## src/rtl/fifo_byte_reader.sv

```systemverilog
// fifo_byte_reader: reads words from a non-fall-through synchronous FIFO and
// streams them out as bytes (least-significant byte first) over a
// valid/ready handshake, for a requested number of bytes per readout.
//
// Optional feature macro: FIFO_BYTE_READER_PREFETCH_EN
//   undefined : between words the block returns to FETCH/LOAD, which leaves a
//               two-cycle gap in out_valid.
//   defined   : a one-word prefetch buffer is filled while the current word
//               is being shifted out, so consecutive words stream with no gap.
module fifo_byte_reader #(
  parameter int pDATA_WIDTH = 64
) (
  input  logic                   clk,
  input  logic                   reset,
  input  logic                   start,
  input  logic [31:0]            req_bytes,
  input  logic                   fifo_empty,
  output logic                   fifo_ren,
  input  logic [pDATA_WIDTH-1:0] fifo_rdata,
  output logic [7:0]             out_data,
  output logic                   out_valid,
  input  logic                   out_ready,
  output logic                   busy,
  output logic                   done,
  output logic [31:0]            bytes_remaining
);

  // Bytes per FIFO word and the width of the byte index within a word.
  localparam int NB    = pDATA_WIDTH / 8;
  localparam int IDX_W = (NB > 1) ? $clog2(NB) : 1;
  localparam logic [IDX_W-1:0] LAST_IDX = IDX_W'(NB - 1);

  typedef enum logic [1:0] {
    IDLE  = 2'd0,
    FETCH = 2'd1,
    LOAD  = 2'd2,
    SHIFT = 2'd3
  } state_t;

  state_t                 r_state;
  logic [pDATA_WIDTH-1:0] r_shift;
  logic [IDX_W-1:0]       r_idx;
  logic [31:0]            r_remaining;
  logic                   r_busy;
  logic                   r_done;

  logic w_fetch_ren;
  logic w_last_byte;

  // The byte currently presented is the last one of its word.
  assign w_last_byte = (r_idx == LAST_IDX);

`ifdef FIFO_BYTE_READER_PREFETCH_EN
  localparam logic [31:0] NB32 = 32'(NB);

  logic [pDATA_WIDTH-1:0] r_pf_buf;
  logic                   r_pf_valid;
  logic                   r_pf_pending;
  logic [31:0]            w_unsent;
  logic                   w_pf_ren;

  // Bytes of the current word not yet handed to the consumer.
  assign w_unsent = NB32 - {{(32 - IDX_W){1'b0}}, r_idx};

  // Prefetch only when another word will actually be needed, so a readout
  // never pulls a word out of the FIFO that it would then throw away.
  assign w_pf_ren = (r_state == SHIFT) && !r_pf_valid && !r_pf_pending &&
                    !fifo_empty && (r_remaining > w_unsent);

  // A word already held (or in flight) in the prefetch path satisfies FETCH.
  assign w_fetch_ren = (r_state == FETCH) && !fifo_empty &&
                       !r_pf_valid && !r_pf_pending;
  assign fifo_ren    = w_fetch_ren || w_pf_ren;
`else
  assign w_fetch_ren = (r_state == FETCH) && !fifo_empty;
  assign fifo_ren    = w_fetch_ren;
`endif

  assign out_valid       = (r_state == SHIFT);
  assign out_data        = r_shift[7:0];
  assign busy            = r_busy;
  assign done            = r_done;
  assign bytes_remaining = r_remaining;

  // Readout sequencer: owns state, shift register, byte counters and the
  // optional prefetch buffer.
  always_ff @(posedge clk) begin
    if (reset) begin
      r_state     <= IDLE;
      r_shift     <= '0;
      r_idx       <= '0;
      r_remaining <= '0;
      r_busy      <= 1'b0;
      r_done      <= 1'b0;
`ifdef FIFO_BYTE_READER_PREFETCH_EN
      r_pf_buf     <= '0;
      r_pf_valid   <= 1'b0;
      r_pf_pending <= 1'b0;
`endif
    end else begin
      r_done <= 1'b0;
`ifdef FIFO_BYTE_READER_PREFETCH_EN
      // Data for a prefetch read arrives one cycle after the read strobe.
      // State branches below may consume it directly and override this.
      if (r_pf_pending) begin
        r_pf_buf   <= fifo_rdata;
        r_pf_valid <= 1'b1;
      end
      r_pf_pending <= w_pf_ren;
`endif
      case (r_state)
        IDLE: begin
          if (start) begin
            r_remaining <= req_bytes;
            r_idx       <= '0;
            if (req_bytes == 32'd0) begin
              // Empty request: acknowledge immediately, never touch the FIFO.
              r_done <= 1'b1;
            end else begin
              r_busy  <= 1'b1;
              r_state <= FETCH;
            end
          end
        end

        FETCH: begin
`ifdef FIFO_BYTE_READER_PREFETCH_EN
          if (r_pf_valid || r_pf_pending) begin
            r_shift    <= r_pf_valid ? r_pf_buf : fifo_rdata;
            r_pf_valid <= 1'b0;
            r_idx      <= '0;
            r_state    <= SHIFT;
          end else if (w_fetch_ren) begin
            r_state <= LOAD;
          end
`else
          if (w_fetch_ren) begin
            r_state <= LOAD;
          end
`endif
        end

        LOAD: begin
          r_shift <= fifo_rdata;
          r_idx   <= '0;
          r_state <= SHIFT;
        end

        SHIFT: begin
          if (out_ready) begin
            r_shift     <= r_shift >> 8;
            r_remaining <= r_remaining - 32'd1;
            r_idx       <= w_last_byte ? '0 : r_idx + IDX_W'(1);
            if (r_remaining == 32'd1) begin
              // Readout complete; any bytes left in this word are dropped.
              r_state <= IDLE;
              r_busy  <= 1'b0;
              r_done  <= 1'b1;
`ifdef FIFO_BYTE_READER_PREFETCH_EN
              r_pf_valid   <= 1'b0;
              r_pf_pending <= 1'b0;
`endif
            end else if (w_last_byte) begin
`ifdef FIFO_BYTE_READER_PREFETCH_EN
              if (r_pf_valid) begin
                r_shift    <= r_pf_buf;
                r_pf_valid <= 1'b0;
              end else if (r_pf_pending) begin
                r_shift    <= fifo_rdata;
                r_pf_valid <= 1'b0;
              end else begin
                r_state <= FETCH;
              end
`else
              r_state <= FETCH;
`endif
            end
          end
        end

        default: r_state <= IDLE;
      endcase
    end
  end

endmodule

```

## config.mk

```make
export PLATFORM = sky130hd
export DESIGN_NAME = fifo_byte_reader
export DESIGN_NICKNAME = d
export VERILOG_FILES = /design/src/rtl/fifo_byte_reader.sv
export SDC_FILE = /design/constraint.sdc
export NUM_CORES = 1
export LEC_CHECK = 0
export CORE_ASPECT_RATIO = 1.1
export CORE_MARGIN = 5
export CORE_UTILIZATION = 49
export CTS_BUF_LIST = sky130_fd_sc_hd__clkbuf_16
export CTS_CLUSTER_SIZE = 12
export DETAILED_ROUTE_END_ITERATION = 8
export GPL_ROUTABILITY_DRIVEN = 0
export GPL_TIMING_DRIVEN = 0
export PLACE_DENSITY_LB_ADDON = 0.1
export SLEW_MARGIN = 20
export SYNTH_ARGS = -nofsm -noshare
export SYNTH_HDL_FRONTEND = slang
export SYNTH_SLANG_ARGS = --single-unit
export TNS_END_PERCENT = 10
```

## constraint.sdc

```tcl
create_clock -name clk -period 2.2 [get_ports clk]
set_input_delay 0.33 -clock clk [delete_from_list [all_inputs] [get_ports clk]]
set_output_delay 0.33 -clock clk [all_outputs]
set_load 0.01 [all_outputs]
```

Word-level counts from Yosys, hierarchy flattened:

Cells that the tools add are included.

* bitwise operators: 0
* magnitude comparators: 0
* muxes and demuxes: 26
* reductions and logical operators: 12
* $mul: 0
* divide/modulo/power cells: 0
* equality and inequality tests: 11
* $add $sub $neg: 2
* shift-type cells: 0

Operator list (count)
* case mux 64 bit (2 select lines): 1
* two-way mux 32 bit: 2
* two-way mux 64 bit: 1
* case mux 32 bit (2 select lines): 1
* == test 32 x 1 -> 1 bit, second input constant: 1
* zero test 32 bit: 1
* subtractor 32 x 1 -> 32 bit, second input constant: 1
* two-way mux 2 bit: 6
* AND reduction 5 bit: 2
* two-way mux 3 bit: 3
* case mux 3 bit (3 select lines): 1
* two-way mux 1 bit: 8
* case mux 2 bit (4 select lines): 1
* inequality test 2 bit, second input constant: 3
* AND reduction 3 bit: 2
* == test 2 bit, second input constant: 2
* inequality test 2 x 1 -> 1 bit, second input constant: 2
* case mux 1 bit (2 select lines): 2
* nonzero test 2 bit: 2
* adder 3 x 1 -> 3 bit, second input constant: 1
* == test 3 bit, second input constant: 1
* inequality test 3 x 1 -> 1 bit, second input constant: 1
* nonzero test 3 bit: 1
* == test 2 x 1 -> 1 bit, second input constant: 1
* 4 further kinds: 4

* output and inout port bits: 44
* input port bits: 101
* memories: 0
* bits in latches: 0
* RAM bits: 0
* bits in registers: 103
* ROM bits: 0

Logic depth before layout (Yosys ltp):

Gate-level depths: netlist of run 1.

* depth in word-level cells: 5
* depth in mapped cells: 9
* gate-level depth less buffers: 7

Least setup slack after synthesis of run 1:

OpenSTA, ideal clock, no wires.

* path kind: register -> register
* from: reg r_remaining[0] (netlist: bytes_remaining[0])
* to: reg r_remaining[24] (netlist: bytes_remaining[24])
* arrival: 1.971 ns
* cell stages (with the launch flop): 8
* period minus slack after synthesis: 2.101 ns
* setup time: 0.130 ns
* path slack: 0.099 ns
* data required time: 2.070 ns
* path through: dfxtp_1 -> inv_1 -> ha_1 -> nor3b_1 -> nand2_1 -> or4_1 -> a21oi_1 -> o32ai_1

* word-level cells in the longest chain between the ends: 3

RTL lines
* start: declaration: line 43 `logic [31:0] r_remaining;`
* start signal: assignment: line 114 `r_remaining <= req_bytes;`
* start signal: assignment: line 152 `r_remaining <= r_remaining - 32'd1;`
* subtractor 32 x 1 -> 32 bit: line 152
* two-way mux 32 bit: line 150 `if (out_ready) begin`
* case mux 32 bit (2 select lines): line 111 `case (r_state)`

No other way between the ends. The select of a mux whose other input is x is not followed.
A chain may end at the register's enable or synchronous reset.

Worst setup path after layout of run 1:

* from: reg r_remaining[1] (netlist: bytes_remaining[1])
* to: reg r_remaining[18] (netlist: bytes_remaining[18])

The elaborated chain is that of the path after synthesis.

==> run metrics, run 1 <==
result of the run=finished clean; register bit count reported by yosys=103; total grt overflow=0; required time of the critical path=2.45 ns; number of placed instances with taps included=925; port buffer count=143; async set or reset register ratio after synthesis=0%; final critical delay including setup and external delays=2.155 ns; average routed wire per standard cell=18.80 microns; Avg Inst Size Synth=8.555 sq um; Post-Layout Cell Count=945; Syn Std Cell Area=5433 sq um; CTS Root Cell=sky130_fd_sc_hd__clkbuf_16; antenna violations before repair=0; vias per cell=6.001; net count of the mapped netlist=746; wirelength, routed=17770 microns; Worst Path Class, Setup=reg2reg; portion of the clock cycle consumed by the worst path in the final layout=97.97%; number of buffers created by CTS=9; nature of the critical path endpoint=flip-flop; RSZ-0062 raised after global routing=true; total number of H-tree levels=3; arrival time reported for the critical path endpoint=2.41 ns; number of distinct library cells after synthesis=55; starting density of the core=49.79%; worst hold path class=reg2reg; maximum number of pins on one net before global-route repair=19; # rows=40; Antenna Cells=0; number of enable-type register cells in the synthesized netlist=0; peak fanout along the critical path=10; post-route antenna net violation count=0; top area cells in the synthesized netlist=sky130_fd_sc_hd__dfxtp_1, sky130_fd_sc_hd__mux2i_1, sky130_fd_sc_hd__a211oi_1; worst clock skew=0.009316 ns; total number of vias=5671; cells after synthesis=635; finished layout cell area=7481 sq um; sequential cell area fraction in the yosys report=37.95%; DRT iter0 DRCs=517; actual transition at the worst max-transition pin=0.7378 ns; worst vdd rail ir drop=0.6649 mV; maximum clock frequency=463.9 MHz; number of filler instances in the final layout=916; width of the chip=110.4 microns; max-slew headroom at the worst pin=50.82%; final hold slack=0.4934 ns; number of hold violations in the final report=0; number of nets in the finished design=904; number of max-capacitance violations reported=0; clock latency of the later-clocked register in the worst-skew pair=0.35 ns; leakage power summed over all cells=2.564 nW; Boundary Pins=145; CTS clk-pin slew, worst paths=0.07 ns; Pwr Density=1344 nW/um^2; post-route DRC violation count=0; HPWL Detailed=13180 microns; final slew viol count=0; final number of setup-violating endpoints=0; hold-fix buffers at CTS=0; critical path startpoint category=flip-flop; number of iterations in the first detailed-routing pass=5; cell taking the most area after synthesis=sky130_fd_sc_hd__dfxtp_1; most used flip-flop cell after synthesis=sky130_fd_sc_hd__dfxtp_1; total number of yosys warnings=0; number of buffers between clock root and the deepest sink=2; Vert. Die Dim=120.4 microns; first-pass GRT wire length=27920 microns; TritonCTS clock tree=built; die area=13300 sq um; area inside the core boundary=10910 sq um; fraction of layout cells with a size suffix above 1=10.65%; growth of design area from synthesis to finish=37.70%; GRT Resource Usage Total=26.60%; fraction of post-synthesis cell area in the top cell type by area=37.95%; Num Clock Sinks=103; Post-DP Area=7048 sq um; Total Power=0.01005 W; number of global-route vias before repair=5644
[layout make-up]
type,instances,area [sq um],share of cell area [%]
buffer,59,312.8,4.181
clock inverter,7,53.80,0.7192
clock buffer,9,225.2,3.011
multi-input combinational,459,3118,41.68
sequential,103,2069,27.66
tap,147,183.9,2.459
timing repair buffer,147,1461,19.54
inverter,14,56.30,0.7526
[cells in the mapped netlist, drive strengths merged, types with 2 or more instances]
cell type	instances
a22oi	12
o21ai	22
a31oi	8
nand2b	3
nor4b	2
o211ai	2
mux2	4
inv	13
o32ai	7
o2bb2ai	3
or3	7
a21o	4
a2bb2oi	3
nand2	25
nand3	13
dfxtp	103
nand4	13
o31ai	2
ha	10
and2	2
clkbuf	36
nor2b	5
a211oi	64
or2	3
a21oi	32
o31a	2
mux2i	58
and4b	2
nor4	13
nor3	18
and3	5
o22ai	2
nor2	96
a41oi	4
buf	23
or4	6
[worst max-delay path, cell delays in order (launching register included)]
cell,delay [ns]
sky130_fd_sc_hd__dfxtp_1,0.36
sky130_fd_sc_hd__inv_1,0.12
sky130_fd_sc_hd__ha_1,0.21
sky130_fd_sc_hd__nor3b_4,0.33
sky130_fd_sc_hd__and2_1,0.21
sky130_fd_sc_hd__buf_4,0.22
sky130_fd_sc_hd__nand3_1,0.12
sky130_fd_sc_hd__a21o_1,0.21
sky130_fd_sc_hd__a221oi_1,0.29
[per-stage QoR]
step	utilization, %	setup TNS (ns)	worst slack [ns]
after floorplan	-	0	0.09896
after global placement	64.60	-14.49	-0.3698
after detailed placement	64.60	-18.75	-0.4173
after CTS	67.78	-0.05077	-0.05077
after global routing	68.57	-0.3839	-0.03944
final	68.57	0	0.04456
[what timing repair did]
item                       in CTS  in global routing
resized for setup              18                 33
gates cloned                    0                  0
setup endpoints to repair      95                 88
setup buffers                   4                  0
hold endpoints to repair        0                  0
pin swaps                       1                  3
[state kept, by name, summed over array words and instances, names as in the netlist]
register	count
r_shift	64
bytes_remaining	32
r_idx	3
r_state	2
busy	1
done	1
[metal layers]
metal / part of all wire [%] / vias up / track usage, %
met3: 9.6 / 42 / 6.353
li1: - / 2674 / -
met4: 2.9 / 0 / 11.39
met1: 41 / 2647 / 34.16
met2: 47 / 308 / 42.34
met5: 0 / - / 0
[path summary, 6_finish.rpt]
path                                      end  cells past startpoint                       startpoint  slack [ns]
max          bytes_remaining[18]$_SDFFE_PP0P_                      8  bytes_remaining[1]$_SDFFE_PP0P_        0.04
min                     r_idx[1]$_SDFFE_PP0P_                      2            r_idx[1]$_SDFFE_PP0P_        0.49
max reg2reg  bytes_remaining[18]$_SDFFE_PP0P_                      8  bytes_remaining[1]$_SDFFE_PP0P_        0.04
min reg2reg             r_idx[1]$_SDFFE_PP0P_                      2            r_idx[1]$_SDFFE_PP0P_        0.49
[cells in the final DEF (no fill, tap or decap), types with 3 or more instances in the layout]
cell,instances
sky130_fd_sc_hd__clkbuf_4,3
sky130_fd_sc_hd__a21oi_1,32
sky130_fd_sc_hd__clkbuf_1,22
sky130_fd_sc_hd__clkbuf_2,12
sky130_fd_sc_hd__clkbuf_16,9
sky130_fd_sc_hd__o32ai_1,7
sky130_fd_sc_hd__or3_1,7
sky130_fd_sc_hd__mux2_2,3
sky130_fd_sc_hd__dfxtp_1,99
sky130_fd_sc_hd__mux2i_1,58
sky130_fd_sc_hd__and3_1,5
sky130_fd_sc_hd__a21o_1,4
sky130_fd_sc_hd__ha_1,8
sky130_fd_sc_hd__a31oi_1,8
sky130_fd_sc_hd__nor3_1,15
sky130_fd_sc_hd__nand4_1,11
sky130_fd_sc_hd__or4_1,6
sky130_fd_sc_hd__buf_4,15
sky130_fd_sc_hd__clkdlybuf4s50_1,143
sky130_fd_sc_hd__a41oi_1,4
sky130_fd_sc_hd__buf_2,7
sky130_fd_sc_hd__nand2_1,23
sky130_fd_sc_hd__a211oi_1,64
sky130_fd_sc_hd__nand3_1,13
sky130_fd_sc_hd__nor2_1,94
sky130_fd_sc_hd__a22oi_1,12
sky130_fd_sc_hd__inv_1,13
sky130_fd_sc_hd__nor2b_1,5
sky130_fd_sc_hd__dfxtp_2,3
sky130_fd_sc_hd__nor4_1,10
sky130_fd_sc_hd__a2bb2oi_1,3
sky130_fd_sc_hd__or2_2,3
sky130_fd_sc_hd__o2bb2ai_1,3
sky130_fd_sc_hd__o21ai_0,20
[cell families (layout without fill, tap and decap cells)]
logic type | after synthesis | after routing | synth area share [%]
muxes | 62 | 62 | 11.52
AOI/OAI and AO/OA | 172 | 172 | 21.79
DFF | 103 | 103 | 37.95
and+or+nand+nor | 215 | 215 | 20.34
adders and majority gates | 10 | 10 | 2.303
buffers and inverters | 73 | 236 | 6.103
[power by group]
part,internal [W],switching [W]
clock,0.000781,0.000771
combinational,0.00231,0.00296
sequential,0.00258,0.000649
total,0.00567,0.00438
No activity file was read; power rests on OpenSTA's default activity.
==> run 2, diff against run 1 <==
- CTS_CLUSTER_SIZE: 12 -> 24
==> results of run 2 <==
The final DEF is identical to that of run 1; final timing and power are the same.
==> patch 1: new RTL, settings of run 2 <==
Encoding of `state_t`: now Gray code (2 bits for 4 states).
--- a/src/rtl/fifo_byte_reader.sv
+++ b/src/rtl/fifo_byte_reader.sv
@@ -31,10 +31,10 @@
   localparam logic [IDX_W-1:0] LAST_IDX = IDX_W'(NB - 1);
 
   typedef enum logic [1:0] {
-    IDLE  = 2'd0,
-    FETCH = 2'd1,
-    LOAD  = 2'd2,
-    SHIFT = 2'd3
+    IDLE  = 2'b00,
+    FETCH = 2'b01,
+    LOAD  = 2'b11,
+    SHIFT = 2'b10
   } state_t;
 
   state_t                 r_state;
Formal check against the unedited RTL: same outputs for any inputs over 10 cycles, from zero or initial values and one cycle with reset high; not proved beyond that.
==> patch 1 against run 2 <==
The run now ends with setup timing left. Area after synthesis is 0.97% lower. Die area is 0.88% lower. Total power is 11% lower. Sequential cell count stayed put. First-iteration DRC count is 20% higher. Routed wire length is 8.8% higher. Design area is 0.27% higher. Via count is 14% higher. Maximum frequency is 8.5% lower. Non-clock buffer count is 14 higher. Sequential share of layout area hardly changed. Worst setup slack worse by 0.20 ns. Critical endpoint is now bytes_remaining[29]. Highest routed layer unchanged.
==> patch 1: results (changes against run 2) <==
- The leakage power is 2.80 nW (+9.3%).
- The total wire length after detailed routing is 19300 um (+8.8%).
- The min-delay analysis places its worst path in the category flop to flop.
- The post-layout instance count excluding filler cells is 1063 (+12%).
- The run finished, with violations left.
- The maximum number of pins on one net before global-route repair is 22 (+3).
- The adder-cell share of the synthesized area is 0.00930 (-0.0137).
- The starting DRC count in detailed routing is 618 (+20%).
- The count of distinct cell types in the synthesized netlist is 47 (-15%).
- The parity-gate share of the synthesized area counting xor and xnor cells is 0 (unchanged).
- The global-route wire length before repair is 30500 um (+9.4%).
- The cell count after placement is 1044 (+13%).
- The average footprint of a synthesized cell is 7.14 um2 (-17%).
- The mux share of post-synthesis cell area is 0.00930 (-0.106).
- The switching power total is 3.81 mW (-13%).
- The largest driver fanout on the critical path is 6 (-4).
- The worst hold slack across all endpoints was 0.461 ns (-0.0324 ns).
- The total power after layout is 8.97 mW (-11%).
- Broken down by cell family, the worst path's largest delay share belongs to simple AND/OR/NAND/NOR gates.
- The all-layer global routing usage is 0.286 (+0.0199).
- The largest individual stage delay along the critical path comes from the cell sky130_fd_sc_hd__or4_4.
- The average vias per placed instance came to 6.06 (+0.94%).
- The worst flop-to-flop path startpoint is bytes_remaining[16].
- The largest clock skew in the final design is 0.00635 ns (-0.00297 ns).
- The layout filler cell count was 923 (+0.76%).
- The relative slew slack is 0.452 (-0.0562).
- The sequential cell power is 2.76 mW (-15%).
- The worst slack at placement was -0.418 ns (-0.000626 ns).
- The capture point of the worst path is bytes_remaining[29].
- Sorting the synthesized cells by area gives the leading types as sky130_fd_sc_hd__dfxtp_1 38%, sky130_fd_sc_hd__o21ai_0 12%, sky130_fd_sc_hd__a21oi_1 7.9%, sky130_fd_sc_hd__nor2_1 7.5%, sky130_fd_sc_hd__nand2_1 5.7%.
- The arrival time reported for the critical path endpoint is 2.63 ns (+0.22 ns).
- The depth of the worst register-to-register path was 5 (-3).
- The via count of the first global-routing pass is 6249 (+11%).
- The number of endpoints failing setup at the final stage is 6 (+6).
- The worst setup margin is -0.157 ns (-0.202 ns).
- The total placed instance area is 7000 um2 (-0.62%).
- The final reports fail on setup timing.
- The largest stage delay on the critical path is 0.49 ns (+0.13 ns).
- The peak ir drop on the vdd network is 0.000471 V (-29%).
- The power consumed by the clock network was 1.71 mW (+10%).
- The synthesized net count is 859 (+15%).
- The post-detailed-placement half-perimeter wirelength was 13900 um (+5.8%).
- The fraction of the mapped netlist area in compound gates is 0.305 (+0.0875).
- The fraction of final layout cells sized beyond drive strength 1 is 0.0786 (-0.0279).
- The commonest cells after synthesis are 134 x sky130_fd_sc_hd__o21ai_0, 107 x sky130_fd_sc_hd__nor2_1, 103 x sky130_fd_sc_hd__dfxtp_1.
-- patch 1: repair_timing --
item	CTS	global route
buffers inserted	5	2
setup endpoints to repair	26	51
gates resized for setup	20	27
pin swaps	6	5
-- patch 1: per-layer routing --
metal / global-route usage / vias up / share of wire / wire length [um]
li1: - / 3020 / - / -
met1: 0.341 / 2954 / 0.38 / 7340
met2: 0.485 / 377 / 0.49 / 9410
met3: 0.0511 / 88 / 0.084 / 1630
met4: 0.143 / 0 / 0.049 / 947
met5: 0 / - / 0 / 0
-- patch 1: final cells by class --
class,count,area [um2],area share
clock buffers,9,225,0.0300
clock inverters,7,87.6,0.0117
repair buffers,150,1490,0.198
inverters,5,22.5,0.00300
flip-flops and latches,103,2080,0.277
multi-input cells,572,3100,0.414
well taps,147,184,0.0245
plain buffers,70,318,0.0424
==> patch 2: new RTL, config.mk and constraints of run 2 <==
Without the edit above. The parameter `pDATA_WIDTH` goes from 64 to 32.
--- a/src/rtl/fifo_byte_reader.sv
+++ b/src/rtl/fifo_byte_reader.sv
@@ -8,7 +8,7 @@
 //   defined   : a one-word prefetch buffer is filled while the current word
 //               is being shifted out, so consecutive words stream with no gap.
 module fifo_byte_reader #(
-  parameter int pDATA_WIDTH = 64
+  parameter int pDATA_WIDTH = 32
 ) (
   input  logic                   clk,
   input  logic                   reset,
Ports: changed (resized fifo_rdata); port bits go from 145 to 113. The function was not compared with the original's and may differ.
==> patch 2 against run 2 <==
Routed wire length shrank 22%. Total power down 20%. Design area shrank 24%. Highest routed layer unchanged. Area after synthesis shrank 28%. First-iteration DRC count fell by 30%. Sequential share of layout area shrank 2.8 points. Sequential cell count is 33 lower. The run now ends with DRC, setup timing left. Critical path type unchanged. Worst setup slack lost 0.13 ns.
==> patch 2: results (changes against run 2) <==
- The later-pin clock latency in the skew report is 0.33 ns (-0.02 ns).
- The power consumed by the clock network came to 1.43 mW (-8%).
- The slew at the pin closest to its max-slew limit is 0.643 ns (-0.0947 ns).
- The net count of the finished layout came to 684 (-24%).
- The sink of the worst hold path is busy.
- The flow ran to the end, but the final reports show violations.
- The cell count after placement came to 693 (-25%).
- In this run the critical register-to-register path is captured at r_state[1].
- The largest clock skew in the final design is 0.00408 ns (-0.00524 ns).
- After synthesis, the cell types taking the most area are sky130_fd_sc_hd__dfxtp_1 36%, sky130_fd_sc_hd__mux2i_1 6.9%, sky130_fd_sc_hd__a211oi_1 6.0%, sky130_fd_sc_hd__nor2_1 5.7%, sky130_fd_sc_hd__a21oi_1 2.9%.
- The average vias per placed instance was 6.28 (+4.6%).
- The largest driver fanout on the critical path came to 6 (-4).
- The number of endpoints failing setup at the final stage came to 4 (+4).
- The maximum number of pins on one net before global-route repair is 13 (-6).
- The worst flop-to-flop path startpoint is bytes_remaining[11].
- The sequential cell power is 2.27 mW (-30%).
- The flip-flop and latch count after synthesis was 70 (-32%).
- The startpoint of the most critical hold path is busy.
- The total placed instance area is 5170 um2 (-27%).
- The checks that failed: DRC, setup timing.
- The total wire length after detailed routing is 13900 um (-22%).
- The average footprint of a synthesized cell is 8.25 um2 (-3.6%).
- The leakage power is 2.03 nW (-21%).
- The worst setup margin was -0.0833 ns (-0.128 ns).
- The met1 capacity usage during global routing is 0.317 (-0.0242).
- The setup TNS after final layout is -0.250 ns (-0.250 ns).
- The DRC violation count after routing is 2 (+2).
- The via count of the first global-routing pass is 4374 (-23%).
-- patch 2: changes by cell type in the layout (fill, tap and decap cells not counted), moves of 12 or more --
cell and change:
sky130_fd_sc_hd__a211oi_1 -33, sky130_fd_sc_hd__clkbuf_1 -12, sky130_fd_sc_hd__clkdlybuf4s50_1 -31, sky130_fd_sc_hd__dfxtp_1 -37
sky130_fd_sc_hd__mux2i_1 -31, sky130_fd_sc_hd__nor2_1 -36
-- patch 2: cells by family after synthesis --
| family | Yosys count | synth area share |
|---|---|---|
| adders and majority gates | 9 | 0.0289 |
| muxes | 27 | 0.0693 |
| buffers and inverters | 53 | 0.0590 |
| and+or+nand+nor | 169 | 0.227 |
| DFF | 70 | 0.359 |
| AOI/OAI and AO/OA | 145 | 0.256 |
-- patch 2: cell type report --
class                   instances  share of cell area
inverters                      10             0.00659
clock inverters                 7              0.0114
plain buffers                  40              0.0375
flip-flops and latches         70               0.249
well taps                     108              0.0237
repair buffers                125               0.217
multi-input cells             350               0.416
clock buffers                   9              0.0395
-- patch 2: worst max path at each step --
stage          slack (ns)  depth (start not counted)           startpoint             endpoint
3_3_place_gp        -0.60                          7           r_state[0]  bytes_remaining[26]
3_5_place_dp        -0.64                          7           r_state[1]  bytes_remaining[26]
6_report            -0.08                          6  bytes_remaining[11]           r_state[1]
4_1_cts             -0.04                          7   bytes_remaining[4]           r_state[1]
2_1_floorplan      -0.009                          5   bytes_remaining[8]  bytes_remaining[26]
5_1_grt             -0.14                          6  bytes_remaining[11]           r_state[1]
-- patch 2: what timing repair did --
action | in CTS | in global routing
setup buffers | 8 | 5
endpoints found under the hold margin | 0 | 0
gates resized for setup | 36 | 28
setup endpoints to repair | 61 | 52
pin swaps | 7 | 7
